**src/rtl/countdown_timer_pkg.sv**
```systemverilog
// Shared definitions for the countdown timer: FSM state encoding and the
// default count width.
package countdown_timer_pkg;

  localparam int DEFAULT_WIDTH = 4;

  typedef enum logic {
    IDLE = 1'b0,
    RUN  = 1'b1
  } state_t;

endpackage

```
**src/rtl/countdown_timer_if.sv**
```systemverilog
// Control/status bundle for countdown_timer.
//   master: drives load/start/abort/tick/autoReload, observes status
//   slave : the timer itself
//   io_load/io_loadValue : capture a new count + reload value (IDLE only)
//   io_start             : begin counting (IDLE only)
//   io_abort             : stop counting, no done pulse
//   io_tick              : decrement enable while running
//   io_autoReload        : at expiry, 1 = reload and continue, 0 = stop
//   io_value/io_busy/io_done/io_zero : count, running, expiry pulse, count==0
interface countdown_timer_if #(
  parameter int WIDTH = countdown_timer_pkg::DEFAULT_WIDTH
) ();

  logic             io_load;
  logic [WIDTH-1:0] io_loadValue;
  logic             io_start;
  logic             io_abort;
  logic             io_tick;
  logic             io_autoReload;
  logic [WIDTH-1:0] io_value;
  logic             io_busy;
  logic             io_done;
  logic             io_zero;

  modport master (
    output io_load, io_loadValue, io_start, io_abort, io_tick, io_autoReload,
    input  io_value, io_busy, io_done, io_zero
  );

  modport slave (
    input  io_load, io_loadValue, io_start, io_abort, io_tick, io_autoReload,
    output io_value, io_busy, io_done, io_zero
  );

endinterface

```
**src/rtl/countdown_timer.sv**
```systemverilog
// Loadable countdown timer with optional auto-reload.
//   clk   : rising-edge clock
//   reset : asynchronous, active-low
//   io    : countdown_timer_if slave (control inputs, status outputs)
// The tick source (prescaler) lives outside this block.
module countdown_timer
  import countdown_timer_pkg::*;
#(
  parameter int WIDTH = DEFAULT_WIDTH
) (
  input  logic           clk,
  input  logic           reset,
  countdown_timer_if.slave io
);

  state_t           state_q, state_d;
  logic [WIDTH-1:0] count_q, count_d;
  logic [WIDTH-1:0] reload_q, reload_d;
  logic             done_q, done_d;
  logic [WIDTH-1:0] eff_count;
  logic             expire;

  // A load in the same cycle as start takes effect for the start decision.
  assign eff_count = io.io_load ? io.io_loadValue : count_q;

  // Expiry on the tick that would take the count from 1 to 0. Using <= 1
  // keeps a (never expected) zero count in RUN from wrapping to all-ones.
  assign expire = (state_q == RUN) && !io.io_abort && io.io_tick &&
                  (count_q <= WIDTH'(1));

  // State register
  always_ff @(posedge clk or negedge reset) begin
    if (!reset) state_q <= IDLE;
    else        state_q <= state_d;
  end

  // Datapath registers
  always_ff @(posedge clk or negedge reset) begin
    if (!reset) begin
      count_q  <= '0;
      reload_q <= '0;
      done_q   <= 1'b0;
    end else begin
      count_q  <= count_d;
      reload_q <= reload_d;
      done_q   <= done_d;
    end
  end

  // Next state
  always_comb begin
    state_d = state_q;
    case (state_q)
      IDLE: if (io.io_start && (eff_count != '0)) state_d = RUN;
      RUN: begin
        if (io.io_abort)                          state_d = IDLE;
        else if (expire && !io.io_autoReload)     state_d = IDLE;
      end
      default: state_d = IDLE;
    endcase
  end

  // Next count / reload / done
  always_comb begin
    count_d  = count_q;
    reload_d = reload_q;
    done_d   = 1'b0;
    case (state_q)
      IDLE: begin
        if (io.io_load) begin
          count_d  = io.io_loadValue;
          reload_d = io.io_loadValue;
        end
        // Starting from zero expires at once without ever running.
        if (io.io_start && (eff_count == '0)) done_d = 1'b1;
      end
      RUN: begin
        if (expire) begin
          done_d  = 1'b1;
          count_d = io.io_autoReload ? reload_q : '0;
        end else if (!io.io_abort && io.io_tick) begin
          count_d = count_q - WIDTH'(1);
        end
      end
      default: ;
    endcase
  end

  // Outputs
  always_comb begin
    io.io_value = count_q;
    io.io_busy  = (state_q == RUN);
    io.io_done  = done_q;
    io.io_zero  = (count_q == '0);
  end

endmodule

```
**src/flat_wrapper.sv**
```systemverilog
// flat-port wrapper written by rule: the top's interface ports become plain ports
module countdown_timer_flat import countdown_timer_pkg::*;
#(
  parameter int WIDTH = DEFAULT_WIDTH
)
  (clk, reset, io_io_load, io_io_loadValue, io_io_start, io_io_abort, io_io_tick, io_io_autoReload, io_io_value, io_io_busy, io_io_done, io_io_zero);
  countdown_timer_if #(.WIDTH(WIDTH)) io_i ();
  input  logic clk;
  input  logic reset;
  input wire logic [$bits(io_i.io_load)-1:0] io_io_load;
  input wire logic [$bits(io_i.io_loadValue)-1:0] io_io_loadValue;
  input wire logic [$bits(io_i.io_start)-1:0] io_io_start;
  input wire logic [$bits(io_i.io_abort)-1:0] io_io_abort;
  input wire logic [$bits(io_i.io_tick)-1:0] io_io_tick;
  input wire logic [$bits(io_i.io_autoReload)-1:0] io_io_autoReload;
  output wire logic [$bits(io_i.io_value)-1:0] io_io_value;
  output wire logic [$bits(io_i.io_busy)-1:0] io_io_busy;
  output wire logic [$bits(io_i.io_done)-1:0] io_io_done;
  output wire logic [$bits(io_i.io_zero)-1:0] io_io_zero;
  assign io_i.io_load = io_io_load;
  assign io_i.io_loadValue = io_io_loadValue;
  assign io_i.io_start = io_io_start;
  assign io_i.io_abort = io_io_abort;
  assign io_i.io_tick = io_io_tick;
  assign io_i.io_autoReload = io_io_autoReload;
  assign io_io_value = io_i.io_value;
  assign io_io_busy = io_i.io_busy;
  assign io_io_done = io_i.io_done;
  assign io_io_zero = io_i.io_zero;
  countdown_timer #(.WIDTH(WIDTH)) u_core (.clk(clk), .reset(reset), .io(io_i));
endmodule
```
**config.mk**
```make
export PLATFORM = sky130hd
export DESIGN_NAME = countdown_timer_flat
export DESIGN_NICKNAME = d
export VERILOG_FILES = /design/src/rtl/countdown_timer_pkg.sv /design/src/rtl/countdown_timer_if.sv /design/src/rtl/countdown_timer.sv /design/src/flat_wrapper.sv
export SDC_FILE = /design/constraint.sdc
export NUM_CORES = 1
export LEC_CHECK = 0
export BUFFER_PORTS_ARGS = -buffer_cell sky130_fd_sc_hd__buf_4
export CAP_MARGIN = 15
export CORE_MARGIN = 2
export CORE_UTILIZATION = 25
export DETAILED_ROUTE_END_ITERATION = 8
export MAX_ROUTING_LAYER = met4
export PLACE_DENSITY = 0.46
export SLEW_MARGIN = 20
export SYNTH_ARGS = -nofsm -noshare
export SYNTH_HDL_FRONTEND = slang
export SYNTH_SLANG_ARGS = --single-unit
```
**constraint.sdc**
```tcl
create_clock -name clk -period 2.3 [get_ports clk]
set_clock_uncertainty 0.05 [all_clocks]
set_input_delay 0.23 -clock clk [delete_from_list [all_inputs] [get_ports clk]]
set_output_delay 0.23 -clock clk [all_outputs]
set_load 0.05 [all_outputs]
```
== Yosys cells after proc, flatten, opt, wreduce, memory -nomap -nowiden ==
Cells that the tools add are included.

* Register bits: 10
* Input port bits: 11
* Output and inout port bits: 7

* Add/subtract/negate cells: 1
* Magnitude comparators: 1
* Equal/unequal tests: 1
* Muxes and demuxes: 12
* Bitwise logic cells: 1
* Reductions and logical operators: 13

{| class="wikitable"
|+ Operators with widths
! kind !! count
|-
| $mux 4 || 4
|-
| $logic_not 4->1 || 2
|-
| $pmux 4 s2 || 1
|-
| $logic_and 1x1->1 || 7
|-
| $mux 1 || 5
|-
| $le 4x1->1 const B || 1
|-
| $pmux 1 s2 || 2
|-
| $reduce_bool 4->1 || 1
|-
| $sub 4x1->4 const B || 1
|-
| $ne 3x3->1 const B || 1
|-
| $logic_not 1->1 || 2
|-
| $reduce_and 2->1 || 1
|-
| $not 1->1 || 1
|}

== Depth between registers and ports, before layout ==
* Word-level depth: 8
* Gate-level depth with buffers: 6

== Worst setup path after synthesis ==
Ideal clock, no wire load.

* Path type: register -> register
* Start: register u_core.count_q[0] (netlist: u_core.io.io_value[0])
* End: register u_core.count_q[1] (netlist: u_core.io.io_value[1])
* Setup time: 78 ps
* Arrival: 1807 ps
* Path slack: 366 ps
* Stages on the path, launching flop included: 6
* Path buffers: 0
* Period minus slack after synthesis: 1934 ps
* Cell sequence: dfrtp_1 -> inv_1 -> ha_1 -> o21ai_2 -> mux2_2 -> a21oi_1

* Cells in the longest elaborated chain, start to end: 4

{| class="wikitable"
|+ Ends and longest elaborated chain
! what !! line !! source
|-
| start, declared || countdown_timer.sv:17 || <nowiki>logic [WIDTH-1:0] count_q, count_d;</nowiki>
|-
| start signal, assigned || countdown_timer.sv:44 || <nowiki>count_q <= count_d;</nowiki>
|-
| $sub 4x1->4 or $le 4x1->1 (tied branches) || countdown_timer.sv:82, countdown_timer.sv:29 ||
|-
| $mux 4 or $logic_and 1x1->1 (tied branches) || countdown_timer.sv:81, countdown_timer.sv:28 ||
|-
| $mux 4 || countdown_timer.sv:78 || <nowiki>if (expire) begin</nowiki>
|-
| $pmux 4 s2 || countdown_timer.sv:68 || <nowiki>case (state_q)</nowiki>
|}

Parallel ways exist; a longest one is shown, timed or not. The select of a mux whose other input is x is not followed.
A chain may end at the register's enable or synchronous reset.

== Worst setup path in the final report ==
Ends and elaborated chain as after synthesis.

==> reports/qor.txt <==
Outcome -> finished, final reports clean
Initial antenna violation count -> 0
Hold Crit Class -> primary input to flop
Share of layout cells above drive strength 1 -> 36.6%
Period minus WS final -> 1730 ps
Final instance area -> 828 um2
IO Pins -> 18
WS Path Type -> flop to flop
FF+latch count, synth -> 10
Via count -> 552
Critical Path, Cell by Cell -> inv_1 > ha_1 > o21ai_2 > mux2_2 > a21oi_1
H-tree depth -> 1
Post-synthesis area per instance -> 10.2 um2
CP peak stage delay -> 450 ps
Final Max Tran Viols -> 0
Worst slew margin -> 72.9%
Post-synth top area cell -> dfrtp_1
Post-CTS setup buffer count -> 0
Worst EP arrival -> 1890 ps
Post-Synthesis Cells -> 61
Top post-synthesis cells by area -> dfrtp_1 40%, mux2_2 9.1%, ha_1 6.0%
Final period util -> 75.3%
DR iter-0 viols -> 8
Endpoints failing setup -> 0
RSZ-0062 raised after global routing -> no
Starting Density -> 25.8%
PortBufs -> 17
Post-CTS Resized -> 0
Largest net degree at the start of global routing -> 11
Clk buf depth -> 2
Yosys warning total -> 0
Crit-path slowest cell -> dfrtp_1
Number of flops mapped to enable cells by yosys -> 0
Wire per inst -> 13.9 um
First-pass DRT Iterations -> 4
Lkg Pwr -> 0.000393 uW
Fmax achieved -> 0.577 GHz
First-pass GRT wire length -> 2530 um
DR vias/cell -> 4.93
Die height -> 53.9 um
Worst EP required -> 2450 ps
CTS tree -> done
Synth top area share -> 40.2%
Clock transition at path regs -> 70 ps
Routability-driven placement congestion ratio -> 0.802
Pwr dens -> 1120 nW/um2
Worst IR Drop VDD -> 462 uV
Die ar. -> 2900 um2
Slew @ Worst Pin -> 407 ps
Layout area overhead -> 33.2%
Ys flop type -> dfrtp_1
Synthesized area -> 622 um2
Async S/R FF share, synth -> 100%
Sink Count -> 10
# diodes -> 0
Mapped Nets -> 75
Total Wirelength -> 1550 um
Dominant cell by count in the synthesized netlist -> dfrtp_1
Core Region -> 2410 um2
Antenna Violating Nets Remaining -> 0
Fin. Hold Viols -> 0
Nets -> 97
Die W -> 53.9 um
Peak fanout along the critical path -> 6
Total GRT Usage -> 12.9%
Setup TNS -> 0 ps
Worst-Skew Late Latency -> 280 ps
Crit path capture type -> flop
DP HPWL -> 1160 um
Post-place instance area -> 782 um2
Vias in the first global route -> 560
Rows -> 18
Worst Setup Start Kind -> flop
Max capacitance violation total -> 0
Total CTS buffers -> 3
Congestion Overflow GR -> 0
Most instantiated cells after synthesis -> 10 x dfrtp_1, 5 x a21oi_1, 5 x inv_1, 5 x mux2_2
Root buf cell -> clkbuf_4
Remaining DRCs -> 0
Sequential element share of the synthesized area -> 40.2%
Post-synth cell types -> 28
CTS Hold Bufs -> 1
-- metrics by stage --
stage          std cells  power [uW]  utilization, %  worst slack, ps  hold slack (ps)
2_1_floorplan         61         620               -              366             -116
3_3_place_gp         107         761            32.5              663             24.5
3_5_place_dp         107         760            32.5              588             22.4
4_1_cts              112         932            34.4              570              156
5_1_grt              112         984            34.4              478              166
6_report             112         926            34.4              567              159
-- routing by layer --
layer	part of all wire (%)	wire length (um)	global-route usage [%]
met5	0	0	-
met4	2.3	36	7.69
met3	5.4	84	1.94
met2	46	711	18.7
met1	46	720	16.7
-- area by class of cell --
type / count / area, um2
Fill cell: 251 / 1580
Multi-Input combinational cell: 45 / 348
Sequential cell: 10 / 250
Timing Repair Buffer: 18 / 138
Tap cell: 30 / 37.5
Clock buffer: 4 / 36.3
Inverter: 5 / 18.8
-- registers in the layout, summed over array words and instances (netlist names) --
register	cells
u_core.reload_q	4
u_core.io.io_done	1
u_core.io.io_value	4
u_core.io.io_busy	1
-- worst max-delay path, delay by kind of cell (launching register included) --
family,cells,cell delay [ps]
multiplexers,1,360
flip-flops,1,450
AO/OA/AOI/OAI,2,400
adder cells (fa/ha/maj),1,280
buffers and inverters,1,130
-- where the power goes --
group / internal, uW / leakage (uW) / total (uW) / switching [uW]
Sequential: 232 / 0.000118 / 301 / 69.3
Clock: 96.4 / 0.0000210 / 168 / 71.4
Combinational: 175 / 0.000254 / 458 / 282
-- cells by family (layout without fill, tap and decap cells) --
| logic type | after synthesis | in the layout | synth area share [%] |
|---|---|---|---|
| buffers and inverters | 6 | 27 | 3.82 |
| muxes | 7 | 7 | 12.3 |
| AOI/OAI and AO/OA | 18 | 18 | 19.5 |
| adders and majority gates | 3 | 3 | 6.04 |
| DFF | 10 | 10 | 40.2 |
| and+or+nand+nor | 17 | 17 | 18.1 |
-- final timing paths --
check                                                  start                                end  slack (ps)  cells past startpoint
max                        u_core.io.io_value[0]$_DFFE_PN0P_  u_core.io.io_value[1]$_DFFE_PN0P_         570                      5
min reg2reg                   u_core.reload_q[0]$_DFFE_PN0P_     u_core.reload_q[0]$_DFFE_PN0P_         460                      1
max in group asynchronous                              reset        u_core.io.io_busy$_DFF_PN0_        1790                      2
max reg2reg                u_core.io.io_value[0]$_DFFE_PN0P_  u_core.io.io_value[1]$_DFFE_PN0P_         570                      5
min in group asynchronous                              reset     u_core.reload_q[0]$_DFFE_PN0P_         260                      2
min                                       io_io_loadValue[0]     u_core.reload_q[0]$_DFFE_PN0P_         160                      2
-- placed cells by master (no fill, tap or decap), drive strengths merged, types with 2 or more instances in the layout --
cell	count
inv	5
dfrtp	10
nand2	3
mux2i	2
clkbuf	4
nor2	3
o21ai	3
mux2	5
ha	3
o211ai	2
a21oi	5
buf	17
a31oi	3
nand2b	2
Note: power is estimated with default switching activity, not from simulation.
